## config.mk

```make
export PLATFORM = sky130hd
export DESIGN_NAME = vector_tx_framer
export DESIGN_NICKNAME = d
export VERILOG_FILES = /design/src/rtl/p3p_pkg.sv /design/src/rtl/uart_tx_handshake.sv /design/src/rtl/vector_tx_framer.sv
export SDC_FILE = /design/constraint.sdc
export NUM_CORES = 1
export LEC_CHECK = 0
export CORE_MARGIN = 2
export CORE_UTILIZATION = 45
export CTS_CLUSTER_SIZE = 12
export DETAILED_ROUTE_END_ITERATION = 10
export GPL_TIMING_DRIVEN = 1
export PLACE_DENSITY = 0.8
export SETUP_SLACK_MARGIN = 0.1
export SLEW_MARGIN = 30
export SYNTH_ARGS = -nofsm -noshare
export SYNTH_HDL_FRONTEND = slang
export SYNTH_SLANG_ARGS = --single-unit
```

## constraint.sdc

```tcl
create_clock -name clk -period 4.9 [get_ports clk]
set_input_delay 1.225 -clock clk [delete_from_list [all_inputs] [get_ports clk]]
set_output_delay 1.225 -clock clk [all_outputs]
set_load 0.1 [all_outputs]
```

## src/rtl/p3p_pkg.sv

```systemverilog
// Shared types for the transmit framer: sample word and handshake FSM states.
package p3p_pkg;

  typedef logic signed [15:0] num;

  typedef enum logic [1:0] {
    IDLE,
    SEND,
    WAIT_DONE
  } tx_state_t;

endpackage

```

## src/rtl/uart_tx_handshake.sv

```systemverilog
// Drives the uart send_data/tx_ready handshake for one frame at a time and counts completions.
module uart_tx_handshake
  import p3p_pkg::*;
#(
  parameter int unsigned CNT_W = 16
) (
  input  logic             clk,
  input  logic             reset,
  input  logic             start,
  input  logic             tx_ready,
  output logic             send_data,
  output logic             idle,
  output logic [CNT_W-1:0] frames_sent
);

  tx_state_t state_q;

  always_ff @(posedge clk) begin
    if (reset) begin
      state_q     <= IDLE;
      send_data   <= 1'b0;
      frames_sent <= '0;
    end else begin
      unique case (state_q)
        IDLE: begin
          if (start) begin
            state_q   <= SEND;
            send_data <= 1'b1;
          end
        end
        SEND: begin
          // The uart acknowledges by dropping tx_ready once it has latched the frame.
          if (!tx_ready) begin
            state_q   <= WAIT_DONE;
            send_data <= 1'b0;
          end
        end
        WAIT_DONE: begin
          if (tx_ready) begin
            state_q     <= IDLE;
            frames_sent <= frames_sent + CNT_W'(1);
          end
        end
        default: begin
          state_q   <= IDLE;
          send_data <= 1'b0;
        end
      endcase
    end
  end

  assign idle = (state_q == IDLE);

endmodule

```

## src/rtl/vector_tx_framer.sv

```systemverilog
// Packs incoming samples into fixed-size frames, double-buffers them and hands them to the uart.
module vector_tx_framer
  import p3p_pkg::*;
#(
  parameter int unsigned n_tx_nums = 5,
  parameter int unsigned CNT_W     = 16
) (
  input  logic                 clk,
  input  logic                 reset,
  input  logic                 in_valid,
  input  num                   in_num,
  input  logic                 flush,
  input  logic                 tx_ready,
  output logic                 send_data,
  output num [n_tx_nums-1:0]   tx_nums,
  output logic                 busy,
  output logic                 overflow,
  output logic [CNT_W-1:0]     frames_sent
);

  localparam int unsigned     CntW    = $clog2(n_tx_nums + 1);
  localparam logic [CntW-1:0] LastIdx = CntW'(n_tx_nums - 1);

  num [n_tx_nums-1:0] fill_q;
  logic [CntW-1:0]    count_q;
  logic [CntW-1:0]    count_next;
  logic               pending_q;
  logic               idle;
  logic               transfer;
  logic               occupied;
  logic               accept;
  logic               drop;
  logic               last_word;
  logic               close_flush;
  logic               frame_done;

  always_comb begin
    transfer    = idle & pending_q & tx_ready;
    // A transfer empties the fill buffer in the same cycle, so that cycle's sample is kept.
    occupied    = pending_q & ~transfer;
    accept      = in_valid & ~occupied;
    drop        = in_valid & occupied;
    count_next  = count_q + CntW'(accept);
    last_word   = accept & (count_q == LastIdx);
    close_flush = flush & ~occupied & (count_next != '0);
    frame_done  = last_word | close_flush;
  end

  always_ff @(posedge clk) begin
    if (reset) begin
      fill_q    <= '0;
      count_q   <= '0;
      pending_q <= 1'b0;
      tx_nums   <= '0;
      overflow  <= 1'b0;
    end else begin
      if (transfer) begin
        tx_nums <= fill_q;
      end
      if (drop) begin
        overflow <= 1'b1;
      end
      for (int i = 0; i < int'(n_tx_nums); i++) begin
        if (accept && (count_q == CntW'(i))) begin
          fill_q[i] <= in_num;
        end else if (close_flush && (CntW'(i) >= count_next)) begin
          fill_q[i] <= '0;
        end
      end
      if (frame_done) begin
        pending_q <= 1'b1;
        count_q   <= '0;
      end else begin
        if (transfer) begin
          pending_q <= 1'b0;
        end
        count_q <= count_next;
      end
    end
  end

  uart_tx_handshake #(
    .CNT_W(CNT_W)
  ) u_handshake (
    .clk        (clk),
    .reset      (reset),
    .start      (transfer),
    .tx_ready   (tx_ready),
    .send_data  (send_data),
    .idle       (idle),
    .frames_sent(frames_sent)
  );

  assign busy = ~idle | pending_q;

endmodule

```

# Word level (Yosys, flattened, before mapping)
# Cells that the tools add are included.
[totals]
in_bits = 21
ff_bits = 184
wordCells = 88
out_inout_bits = 99
[op_classes]
magnitude_cmp = 5
bitwise_logic = 14
add_sub_neg = 2
mux = 19
n_eq_ne = 9
reduce_logical = 23
[ops]
columns = ["op", "count"]
rows = [
  ["16-bit two-way mux", 10],
  ["16-bit by 1-bit adder with 16-bit output (second input constant)", 1],
  ["2-bit nonzero test", 6],
  ["1-bit logical AND", 10],
  ["1-bit bitwise AND", 8],
  ["3-bit by 2-bit == test with 1-bit output (second input constant)", 2],
  ["1-bit by 3-bit greater-or-equal comparator with 1-bit output (first input constant)", 2],
  ["2-bit by 3-bit greater-or-equal comparator with 1-bit output (first input constant)", 2],
  ["2-bit two-way mux", 3],
  ["2-bit case mux with 3 select lines", 1],
  ["3-bit AND reduction", 2],
  ["1-bit two-way mux", 4],
  ["2-bit != test (second input constant)", 2],
  ["1-bit NOT", 4],
  ["3-bit by 1-bit adder with 3-bit output", 1],
  ["3-bit by 1-bit == test with 1-bit output (second input constant)", 1],
  ["3-bit == test (second input constant)", 1],
  ["3-bit greater-or-equal comparator (first input constant)", 1],
  ["3-bit logical NOT", 1],
  ["1-bit case mux with 3 select lines", 1],
  ["3-bit nonzero test", 1],
  ["2-bit by 1-bit == test with 1-bit output (second input constant)", 1],
  ["2-bit == test (second input constant)", 1],
  ["2-bit logical NOT", 1],
  ["4 further kinds", 5],
]

# Depth between registers and ports, before layout
# Gate-level depths: netlist (run 1).
[logic_depth]
word_depth = 13
mapped_depth = 12
mapped_depth_nobuf = 9

# Hierarchy
# Synthesis (run 1) repeated with hierarchy kept, for this count alone.
[unflattened]
hier_cells = 705
area_unflattened_um2 = 6596.3
[by_module_without_submodules]
columns = ["mod", "area_per_inst_um2", "seq_area_each_um2", "cells_per_inst", "instances"]
rows = [
  ["vector_tx_framer", 5716.7, 3303.2, 604, 1],
  ["uart_tx_handshake", 879.6, 380.4, 101, 1],
]

# Least setup slack after synthesis (run 1)
# Ideal clock, no wire load.
[synth_timing]
path_kind = "input-to-reg"
from = "input port tx_ready"
to = "register fill_q[38] (netlist name)"
cell_stages = 11
n_path_buf = 2
setup_time_ps = 117
setup_slack_ps = 1337
arrival_ps = 3446
required_ps = 4783
path_cell_list = "or3b_1 > buf_6 > nand2_1 > and2_1 > ha_1 > ha_1 > xnor2_1 > a2111oi_0 > nor3_2 > buf_2 > a22o_1"
[synth_between]
elab_chain_len = 10
word_cells_on_any_way = 14
classes_between = "add/sub: 1; order compare: 1; mux: 1; bitwise: 7; reduce/logical: 4"
[synth_rtl]
columns = ["item", "line_no", "rtl"]
rows = [
  ["from (decl)", "vector_tx_framer.sv:13", "input logic tx_ready,"],
  ["1-bit bitwise AND *", "vector_tx_framer.sv:38", "transfer = idle & pending_q & tx_ready;"],
  ["1-bit NOT *", "vector_tx_framer.sv:40", "occupied = pending_q & ~transfer;"],
  ["1-bit bitwise AND *", "vector_tx_framer.sv:40", ""],
  ["1-bit NOT *", "vector_tx_framer.sv:41", "accept = in_valid & ~occupied;"],
  ["1-bit bitwise AND *", "vector_tx_framer.sv:41", ""],
  ["3-bit by 1-bit adder with 3-bit output *", "vector_tx_framer.sv:43", "count_next = count_q + CntW'(accept);"],
  ["net count_next[1]", "vector_tx_framer.sv:26", "logic [CntW-1:0] count_next;"],
  ["parallel branches: the longest is 2 deep, another holds 2-bit by 3-bit greater-or-equal comparator with 1-bit output", "--", ""],
  ["1-bit logical AND *", "vector_tx_framer.sv:66", "end else if (close_flush && (CntW'(i) >= count_next)) begin"],
  ["2-bit nonzero test (no line) *", "--", ""],
  ["to (signal, indexed assignment)", "vector_tx_framer.sv:65", "fill_q[i] <= in_num;"],
  ["to (decl)", "vector_tx_framer.sv:24", "num [n_tx_nums-1:0] fill_q;"],
]
# Mark *: on every way through the listed nets, which the timed path passes.
# A chain may end at the register's enable or synchronous reset.

# Final worst setup path (run 1)
[layout_timing]
from = "input port tx_ready"
to = "register fill_q[38] (netlist name)"
[layout_between]
elab_chain_len = 10
word_cells_on_any_way = 14
classes_between = "add/sub: 1; order compare: 1; mux: 1; bitwise: 7; reduce/logical: 4"
[layout_rtl]
columns = ["item", "line_no"]
rows = [
  ["1-bit bitwise AND *", "vector_tx_framer.sv:38"],
  ["1-bit NOT *", "vector_tx_framer.sv:40"],
  ["1-bit bitwise AND *", "vector_tx_framer.sv:40"],
  ["1-bit NOT *", "vector_tx_framer.sv:41, vector_tx_framer.sv:45"],
  ["parallel branches: the longest is 6 deep, another holds 3-bit by 1-bit adder with 3-bit output", "--"],
]
# Every way passes the cells marked *.

==> impl_metrics.ini, run 1 <==
[min_path]
min_path_type = register to register

[clock_network]
clk_path_buf_depth = 2
cts_buffers = 17
hold_buffers = 0
insertion_delay_ns = 0.44
clkTransAtPathRegs_ns = 0.07
h-tree-depth = 4
post_cts_resize_count = 0
cts-root-buf = clkbuf_16
cts_tree = built
clock_sinks = 184
cts_setup_buffers = 0

[place]
port_buffers = 119
post-dp-hpwl_um = 11300
post-place-ws_ns = 0.468
gp_congestion = 0.908

[sta]
fmax_mhz = 247
setup_viol = 0
hold_slack_ns = 0.451
clock_skew_ns = 0.00517
relSlewSlack = 0.331
finalCritPeriodShare = 0.825
fin_setup_tns_ns = 0
period_minus_slack_ns = 4.04
rsz0062_at_grt = false
worstMarginPinSlew_ns = 1.00
setup_ws_ns = 0.859
timing.final.hold_violations = 0
slew_violations = 0

[critical_path]
crit_path_start_kind = input pin
crit_type = input pin to register
cp.required_ns = 5.28
worstSetupEndpointType = register
cp.arrival_ns = 4.42
path_max_fanout = 16

[finish]
n_fill_cell = 1271
fin_util = 0.584
nets = 877
num_antenna_cells = 0
drive_gt1_frac = 0.0681
area_growth_pct = 28.4

[detailed_routing]
routed_wl_um = 16900
routedWlPerCell_um = 16.0
drc = 0
vias = 5636
drtIter0Drc = 426
avgViaCountPerCell = 5.35
first_pass_iters = 5
antenna_left = 0

[synthesis]
syn_area_sq_um = 6840
yosys-top-cells-area = dfxtp_1, nand2_1, a21oi_1
yosysTopAreaCellShare = 0.539
yosysUniqueCellTypes = 42
synth_edf_count = 0
netlist_instances = 753
synth_most_common_cell = dfxtp_1
ys_ff_latch = 184
ys_seq_area_frac = 0.539
netlist_top_cells_count = dfxtp_1, nand2_1, a21oi_1, a22o_1
synthesis.nets = 777
async_flop_share = 0
synth_ff_type = dfxtp_1
synth_area_leader_cell = dfxtp_1
yosysWarnings = 0
syn_avg_cell_area_sq_um = 9.08

[global_route]
grt_usage = 0.209
grt_pass1_wl_um = 26500
antenna_found_initial = 0
grt_max_degree = 94
grt_overflow = 0
grt_pass1_vias = 4986

[pwr]
power.density_nw_per_um2 = 366
fin_total_pwr_mw = 3.21
vdd_ir_drop_max_mv = 0.251
leakage_nw = 3.01

[floorplanning]
start_util = 0.455
core.rowCount = 45
die_area_sq_um = 16200
die_h_um = 127
coreArea_sq_um = 15000
io_pins = 120
die-width_um = 127

[status]
status = complete, no violations

[flow_run]
timing.max_cap.violations = 0
power by group:
group          switching, mW  leakage, nW  internal, mW
Sequential            0.0281         1.49          1.53
Combinational          0.207         1.24        0.0946
Clock                  0.632        0.278         0.721
state kept, by name, summed over array words and instances, names as in the netlist:
signal and flops:
count_q 3, fill_q 80, overflow 1, pending_q 1
tx_nums 80, u_handshake.frames_sent 16, u_handshake.send_data 1, u_handshake.state_q 2
cell type report:
type | count | area, sq um | area share
multi-input combinational | 510 | 2920 | 0.332
sequential | 184 | 3680 | 0.420
inverter | 6 | 22.5 | 0.00257
tap | 188 | 235 | 0.0268
timing repair buffer | 134 | 1330 | 0.152
clock inverter | 15 | 159 | 0.0181
clock buffer | 17 | 425 | 0.0485
stage by stage:
step | area, sq um | cells
after floorplan | 6840 | 753
after global placement | 8160 | 1021
after detailed placement | 8160 | 1021
after CTS | 8740 | 1053
after global routing | 8780 | 1054
final | 8780 | 1054
logic make-up (layout without fill, tap and decap cells):
| kind of cell | after synthesis | in the layout | synth area share |
|---|---|---|---|
| flip-flops | 184 | 184 | 0.539 |
| XOR/XNOR | 13 | 13 | 0.0167 |
| buffers and inverters | 59 | 172 | 0.0372 |
| multiplexers | 17 | 17 | 0.0249 |
| adder cells (fa/ha/maj) | 3 | 3 | 0.00549 |
| AO/OA/AOI/OAI | 185 | 185 | 0.186 |
| AND/OR/NAND/NOR | 292 | 292 | 0.191 |
worst paths after layout:
kind,start,end,slack (ns),cells past startpoint
min reg2reg,fill_q[76],tx_nums[76],0.45,2
min,fill_q[76],tx_nums[76],0.45,2
max reg2reg,pending_q,fill_q[38],1.55,8
max,tx_ready,fill_q[38],0.86,10
metal layers:
metal / vias to the layer above / GRT usage / routed length, um
li1: 2795 / - / -
met1: 2626 / 0.290 / 7800
met2: 193 / 0.320 / 7760
met3: 22 / 0.0574 / 1030
met4: 0 / 0.0640 / 300
met5: - / 0 / 0
placed cells by master, fill, tap and decap left out, types with 16 or more instances in the layout:
cell / synthesis / final
clkdlybuf4s50_1: 0 / 118
dfxtp_1: 184 / 184
clkbuf_16: 0 / 17
mux2i_1: 17 / 17
o21ai_0: 16 / 16
nor2b_1: 30 / 30
a22o_1: 48 / 48
nand2_1: 183 / 182
a21oi_1: 89 / 89
nor2_1: 34 / 32
worst max-delay path, stage by stage:
cell and delay, ns:
clkdlybuf4s50_1 0.57, or3b_1 0.38, nand2_1 0.19, and2_1 0.17
ha_1 0.14, ha_1 0.16, xor2_1 0.39, a2111oi_0 0.16
nor3_2 0.78, a22o_1 0.24
(Power assumes the default switching activity.)
==> run 2, diff against run 1 <==
--- a/config.mk
+++ b/config.mk
@@ -10,7 +10,7 @@
 export CTS_CLUSTER_SIZE = 12
 export DETAILED_ROUTE_END_ITERATION = 10
 export GPL_TIMING_DRIVEN = 1
-export PLACE_DENSITY = 0.8
+export PLACE_DENSITY = 0.83
 export SETUP_SLACK_MARGIN = 0.1
 export SLEW_MARGIN = 30
 export SYNTH_ARGS = -nofsm -noshare
==> constraint.sdc (replaced) <==
create_clock -name clk -period 3.4 [get_ports clk]
set_input_delay 0.85 -clock clk [delete_from_list [all_inputs] [get_ports clk]]
set_output_delay 0.85 -clock clk [all_outputs]
set_load 0.1 [all_outputs]
==> run 2 against run 1 <==
Compared with the run above:
- global-route usage increased by 0.66 points
- routed wire length increased by 1.5%
- design area decreased by 1.6%
- utilization decreased by 0.93 points
- via count increased by 1.5%
- register-to-register slack got worse by 0.79 ns
- worst setup slack got worse by 0.56 ns
- non-clock buffer count increased by 9
- clock-buffer cell count increased by 2
- final cell count increased by 0.85%
- clock skew increased by 0.0011 ns
==> impl_metrics.ini, run 2 (synthesis gave the netlist of run 1 again) <==
[status]
status = complete, no violations

[critical_path]
ff2ff_setup_slack_ns = 0.76
crit_end = fill_q[65]
cp.required_ns = 3.70
worstSetupEndpointType = register
crit_type = input pin to register
cp.arrival_ns = 3.41
timing.rr.start = u_handshake.state_q[1]
rr_endpoint = fill_q[65]
crit_path_start_kind = input pin
startpoint = tx_ready
reg2reg_depth = 11
path_max_fanout = 13

[sta]
timing.final.hold_violations = 0
fmax_mhz = 322
relSlewSlack = 0.413
worstMarginPinSlew_ns = 0.880
finalCritPeriodShare = 0.913
setup_viol = 0
period_minus_slack_ns = 3.10
rsz0062_at_grt = false
hold_slack_ns = 0.453
fin_setup_tns_ns = 0
clock_skew_ns = 0.00625
setup_ws_ns = 0.296
slew_violations = 0

[finish]
num_antenna_cells = 0
area_growth_pct = 26.3
reg_top3 = fill_q (80), tx_nums (80), u_handshake.frames_sent (16)
layout.cells.most_common = dfxtp_1
final_cell_mix = dfxtp_1, nand2_1, buf_4
ff_latch_area_sq_um = 3680
nets = 886
multiInputGateArea_sq_um = 2930
finish.instance_area_sq_um = 8640
n_fill_cell = 1285
drive_gt1_frac = 0.191

[detailed_routing]
first_pass_iters = 5
routed_wl_um = 17100
drtIter0Drc = 380
drc = 0
avgViaCountPerCell = 5.38
routedWlPerCell_um = 16.1
vias = 5723
antenna_left = 0

[clock_network]
insertion_delay_ns = 0.43
clkTransAtPathRegs_ns = 0.07
cts_tree = built
clock_sinks = 184
cts_setup_buffers = 0
cts-root-buf = clkbuf_16
clk_path_buf_depth = 2
h-tree-depth = 4
cts_buffers = 17

[floorplanning]
die_h_um = 127
die-width_um = 127
die_area_sq_um = 16200
start_util = 0.455
core.rowCount = 45
io_pins = 120
coreArea_sq_um = 15000

[place]
post-dp-hpwl_um = 11500
post-place-ws_ns = -0.320
gp_congestion = 0.900
port_buffers = 119
place_area_sq_um = 8000

[pwr]
p_clk_frac = 0.432
p_seq_frac = 0.471
p_comb_frac = 0.097
intPower_mw = 3.55
p_sw_mw = 1.19
vdd_ir_drop_max_mv = 0.357
swShare = 0.251
fin_total_pwr_mw = 4.74
leakage_nw = 3.28
power.density_nw_per_um2 = 549

[min_path]
min_path_type = register to register

[flow_run]
timing.max_cap.violations = 0

[global_route]
grt_max_degree = 85
grt_overflow = 0
grt_usage = 0.216
grt_pass1_wl_um = 27400
antenna_found_initial = 0
grt_pass1_vias = 5287
[run 2: repair_timing]
| item | in CTS | in global routing |
|---|---|---|
| hold buffers | 0 | 0 |
| hold endpoints to repair | 0 | 0 |
| endpoints found under the setup margin | 0 | 32 |
| gates resized for setup | 0 | 3 |
[run 2: final cells by class]
type / count / share of cell area
Clock buffer: 19 / 0.0524
Clock inverter: 13 / 0.0196
Inverter: 6 / 0.00261
Multi-Input combinational cell: 510 / 0.339
Sequential cell: 184 / 0.427
Tap cell: 188 / 0.0272
Timing Repair Buffer: 143 / 0.133
[run 2: worst max-delay path: stages]
cell,delay (ns)
clkdlybuf4s50_1,0.47
or3b_1,0.36
nand2_1,0.10
and2_1,0.13
ha_1,0.14
ha_1,0.16
xor2_1,0.33
buf_4,0.19
xor2_1,0.06
nor2_1,0.25
buf_4,0.25
o21ai_0,0.11
[run 2: worst min path at each step]
stage / startpoint / to / slack (ns) / cells after the start
global placement: fill_q[73] / tx_nums[73] / 0.44 / 2
CTS: fill_q[26] / tx_nums[26] / 0.46 / 2
floorplan: fill_q[64] / tx_nums[64] / 0.43 / 2
detailed placement: tx_nums[52] / tx_nums[52] / 0.45 / 2
finish: tx_nums[77] / tx_nums[77] / 0.45 / 2
global route: tx_nums[34] / tx_nums[34] / 0.47 / 2
[run 2: power by group through the flow]
stage                     sequential [mW]  clock, mW  combinational, mW
after floorplan                      2.32          0              0.269
after global placement               2.28          0              0.442
after detailed placement             2.28          0              0.447
after CTS                            2.23       2.07              0.450
after global routing                 2.24       2.17              0.494
final                                2.23       2.05              0.460
[run 2: stage by stage]
stage	cells	util
after floorplan	753	-
after global placement	1031	0.532
after detailed placement	1031	0.532
after CTS	1063	0.573
after global routing	1063	0.574
final	1063	0.574
[run 2: metal layers]
layer | track usage | share of wire | vias up
met5 | 0 | 0 | -
met3 | 0.0507 | 0.069 | 26
met1 | 0.286 | 0.44 | 2686
met4 | 0.0866 | 0.021 | 0
met2 | 0.342 | 0.47 | 198
li1 | - | - | 2813
==> run 3, diff against run 2 <==
--- a/config.mk
+++ b/config.mk
@@ -5,13 +5,14 @@
 export SDC_FILE = /design/constraint.sdc
 export NUM_CORES = 1
 export LEC_CHECK = 0
+export ABC_AREA = 0
 export CORE_MARGIN = 2
 export CORE_UTILIZATION = 45
 export CTS_CLUSTER_SIZE = 12
 export DETAILED_ROUTE_END_ITERATION = 10
 export GPL_TIMING_DRIVEN = 1
 export PLACE_DENSITY = 0.83
-export SETUP_SLACK_MARGIN = 0.1
+export SETUP_SLACK_MARGIN = 0.02
 export SLEW_MARGIN = 30
 export SYNTH_ARGS = -nofsm -noshare
 export SYNTH_HDL_FRONTEND = slang
==> run 3 against run 2 <==
Compared with the run above:
- flip-flop and latch count unchanged
- largest cell class unchanged
- highest routed layer unchanged
- global-route usage stayed put
- first-iteration DRC count up 11%
- critical endpoint is now fill_q[39]
- clock skew up 0.0016 ns
- worst hold slack hardly changed
==> impl_metrics.ini, run 3 (synthesis gave the netlist of run 1 again) <==
[min_path]
min_path_type = register to register
hold_end = tx_nums[77]
worstHoldPathCells = 2
hp-start = tx_nums[77]

[sta]
setup_viol = 0
fin_setup_tns_ns = 0
timing.final.hold_violations = 0
worstMarginPinSlew_ns = 0.878
slew_violations = 0
period_minus_slack_ns = 3.17
rsz0062_at_grt = false
relSlewSlack = 0.415
clock_skew_ns = 0.00787
finalCritPeriodShare = 0.934
fmax_mhz = 315

[critical_path]
startpoint = tx_ready
crit_type = input pin to register
timing.rr.start = u_handshake.state_q[1]
ff2ff_setup_slack_ns = 0.69
critical-path-max-stage-delay_ns = 0.60
cp.required_ns = 3.72
path_max_fanout = 16
worstSetupEndpointType = register
cp_num_buf_inv = 1
cp.arrival_ns = 3.49
reg2reg_depth = 9
cp_slowest_cell = a2111oi_1
crit_path_start_kind = input pin
crit_path_frequent_cell = ha_1
rr_endpoint = fill_q[39]
cpLargestDelayFamily = compound AO/OA/AOI/OAI gates
worstPathCellList = clkdlybuf4s50_1, or3b_1, nand2_1, and2_1, ha_1, ha_1, xnor2_1, a2111oi_1, nor3_4, a22o_1

[detailed_routing]
drc = 0
antenna_left = 0
avgViaCountPerCell = 5.38
first_pass_iters = 5
routedWlPerCell_um = 16.0
drtIter0Drc = 422
vias = 5723
routed_wl_um = 17000

[pwr]
leakage_nw = 3.28
power.density_nw_per_um2 = 548
vdd_ir_drop_max_mv = 0.357

[global_route]
grt_usage = 0.216
grt_overflow = 0
grt_max_degree = 85
grt_pass1_vias = 5287
grt_pass1_wl_um = 27400
antenna_found_initial = 0

[clock_network]
insertion_delay_ns = 0.43
cts_buffers = 17
clk_path_buf_depth = 2
cts_tree = built
cts_setup_buffers = 0
clock_sinks = 184
cts-root-buf = clkbuf_16
h-tree-depth = 4
clkTransAtPathRegs_ns = 0.07

[place]
gp_congestion = 0.900
post-dp-hpwl_um = 11500
place_area_sq_um = 8000
port_buffers = 119

[floorplanning]
die_h_um = 127
coreArea_sq_um = 15000
core.rowCount = 45
start_util = 0.455
die_area_sq_um = 16200
die-width_um = 127
io_pins = 120

[flow_run]
timing.max_cap.violations = 0

[finish]
num_antenna_cells = 0
layout.cells.most_common = dfxtp_1
nets = 886
multiInputGateArea_sq_um = 2920
finish.instance_area_sq_um = 8630
reg_top3 = fill_q (80), tx_nums (80), u_handshake.frames_sent (16)
ff_latch_area_sq_um = 3680
n_fill_cell = 1285
area_growth_pct = 26.3
final_cell_mix = dfxtp_1, nand2_1, buf_4
fin_util = 0.574
drive_gt1_frac = 0.190

[status]
status = complete, no violations
## run 3: worst min-delay path: stages, from the launching register on
cell     delay, ns
dfxtp_1       0.31
nand2_1       0.05
a21oi_1       0.05
## run 3: layout make-up
cell class                 count  area share
tap                          188      0.0273
inverter                       6     0.00261
clock inverter                13      0.0196
sequential                   184       0.427
multi-input combinational    510       0.339
timing repair buffer         143       0.133
clock buffer                  19      0.0525
## run 3: how the worst max path moves through the flow
stage / slack, ns / endpoint / cells after the start
floorplan: 0.21 / fill_q[38] / 11
global placement: -0.23 / fill_q[38] / 10
detailed placement: -0.32 / fill_q[44] / 10
CTS: 0.13 / fill_q[39] / 10
global route: 0.04 / fill_q[39] / 10
finish: 0.23 / fill_q[39] / 10
## run 3: timing repair
| action | in CTS | in global routing |
|---|---|---|
| endpoints found under the setup margin | 0 | 29 |
| hold buffers | 0 | 0 |
| resized for setup | 0 | 2 |
| endpoints found under the hold margin | 0 | 0 |
## run 3: per-layer routing
| layer | routed length (um) | share of wire | global-route usage |
|---|---|---|---|
| met1 | 7520 | 0.44 | 0.286 |
| met2 | 8110 | 0.48 | 0.342 |
| met3 | 1010 | 0.059 | 0.0507 |
| met4 | 397 | 0.023 | 0.0866 |
| met5 | 0 | 0 | 0 |
## run 3: stage by stage
| step | hold WS (ns) | instances | worst slack, ns | total power [mW] |
|---|---|---|---|---|
| after floorplan | 0.427 | 753 | 0.212 | 2.59 |
| after global placement | 0.440 | 1031 | -0.227 | 2.72 |
| after detailed placement | 0.447 | 1031 | -0.320 | 2.73 |
| after CTS | 0.456 | 1063 | 0.129 | 4.75 |
| after global routing | 0.471 | 1063 | 0.0363 | 4.89 |
| final | 0.453 | 1063 | 0.226 | 4.73 |
## run 3: power by group
part	switching (mW)	internal (mW)	total, mW
combinational	0.313	0.144	0.457
clock	0.838	1.20	2.04
sequential	0.0324	2.20	2.23
total	1.18	3.55	4.73
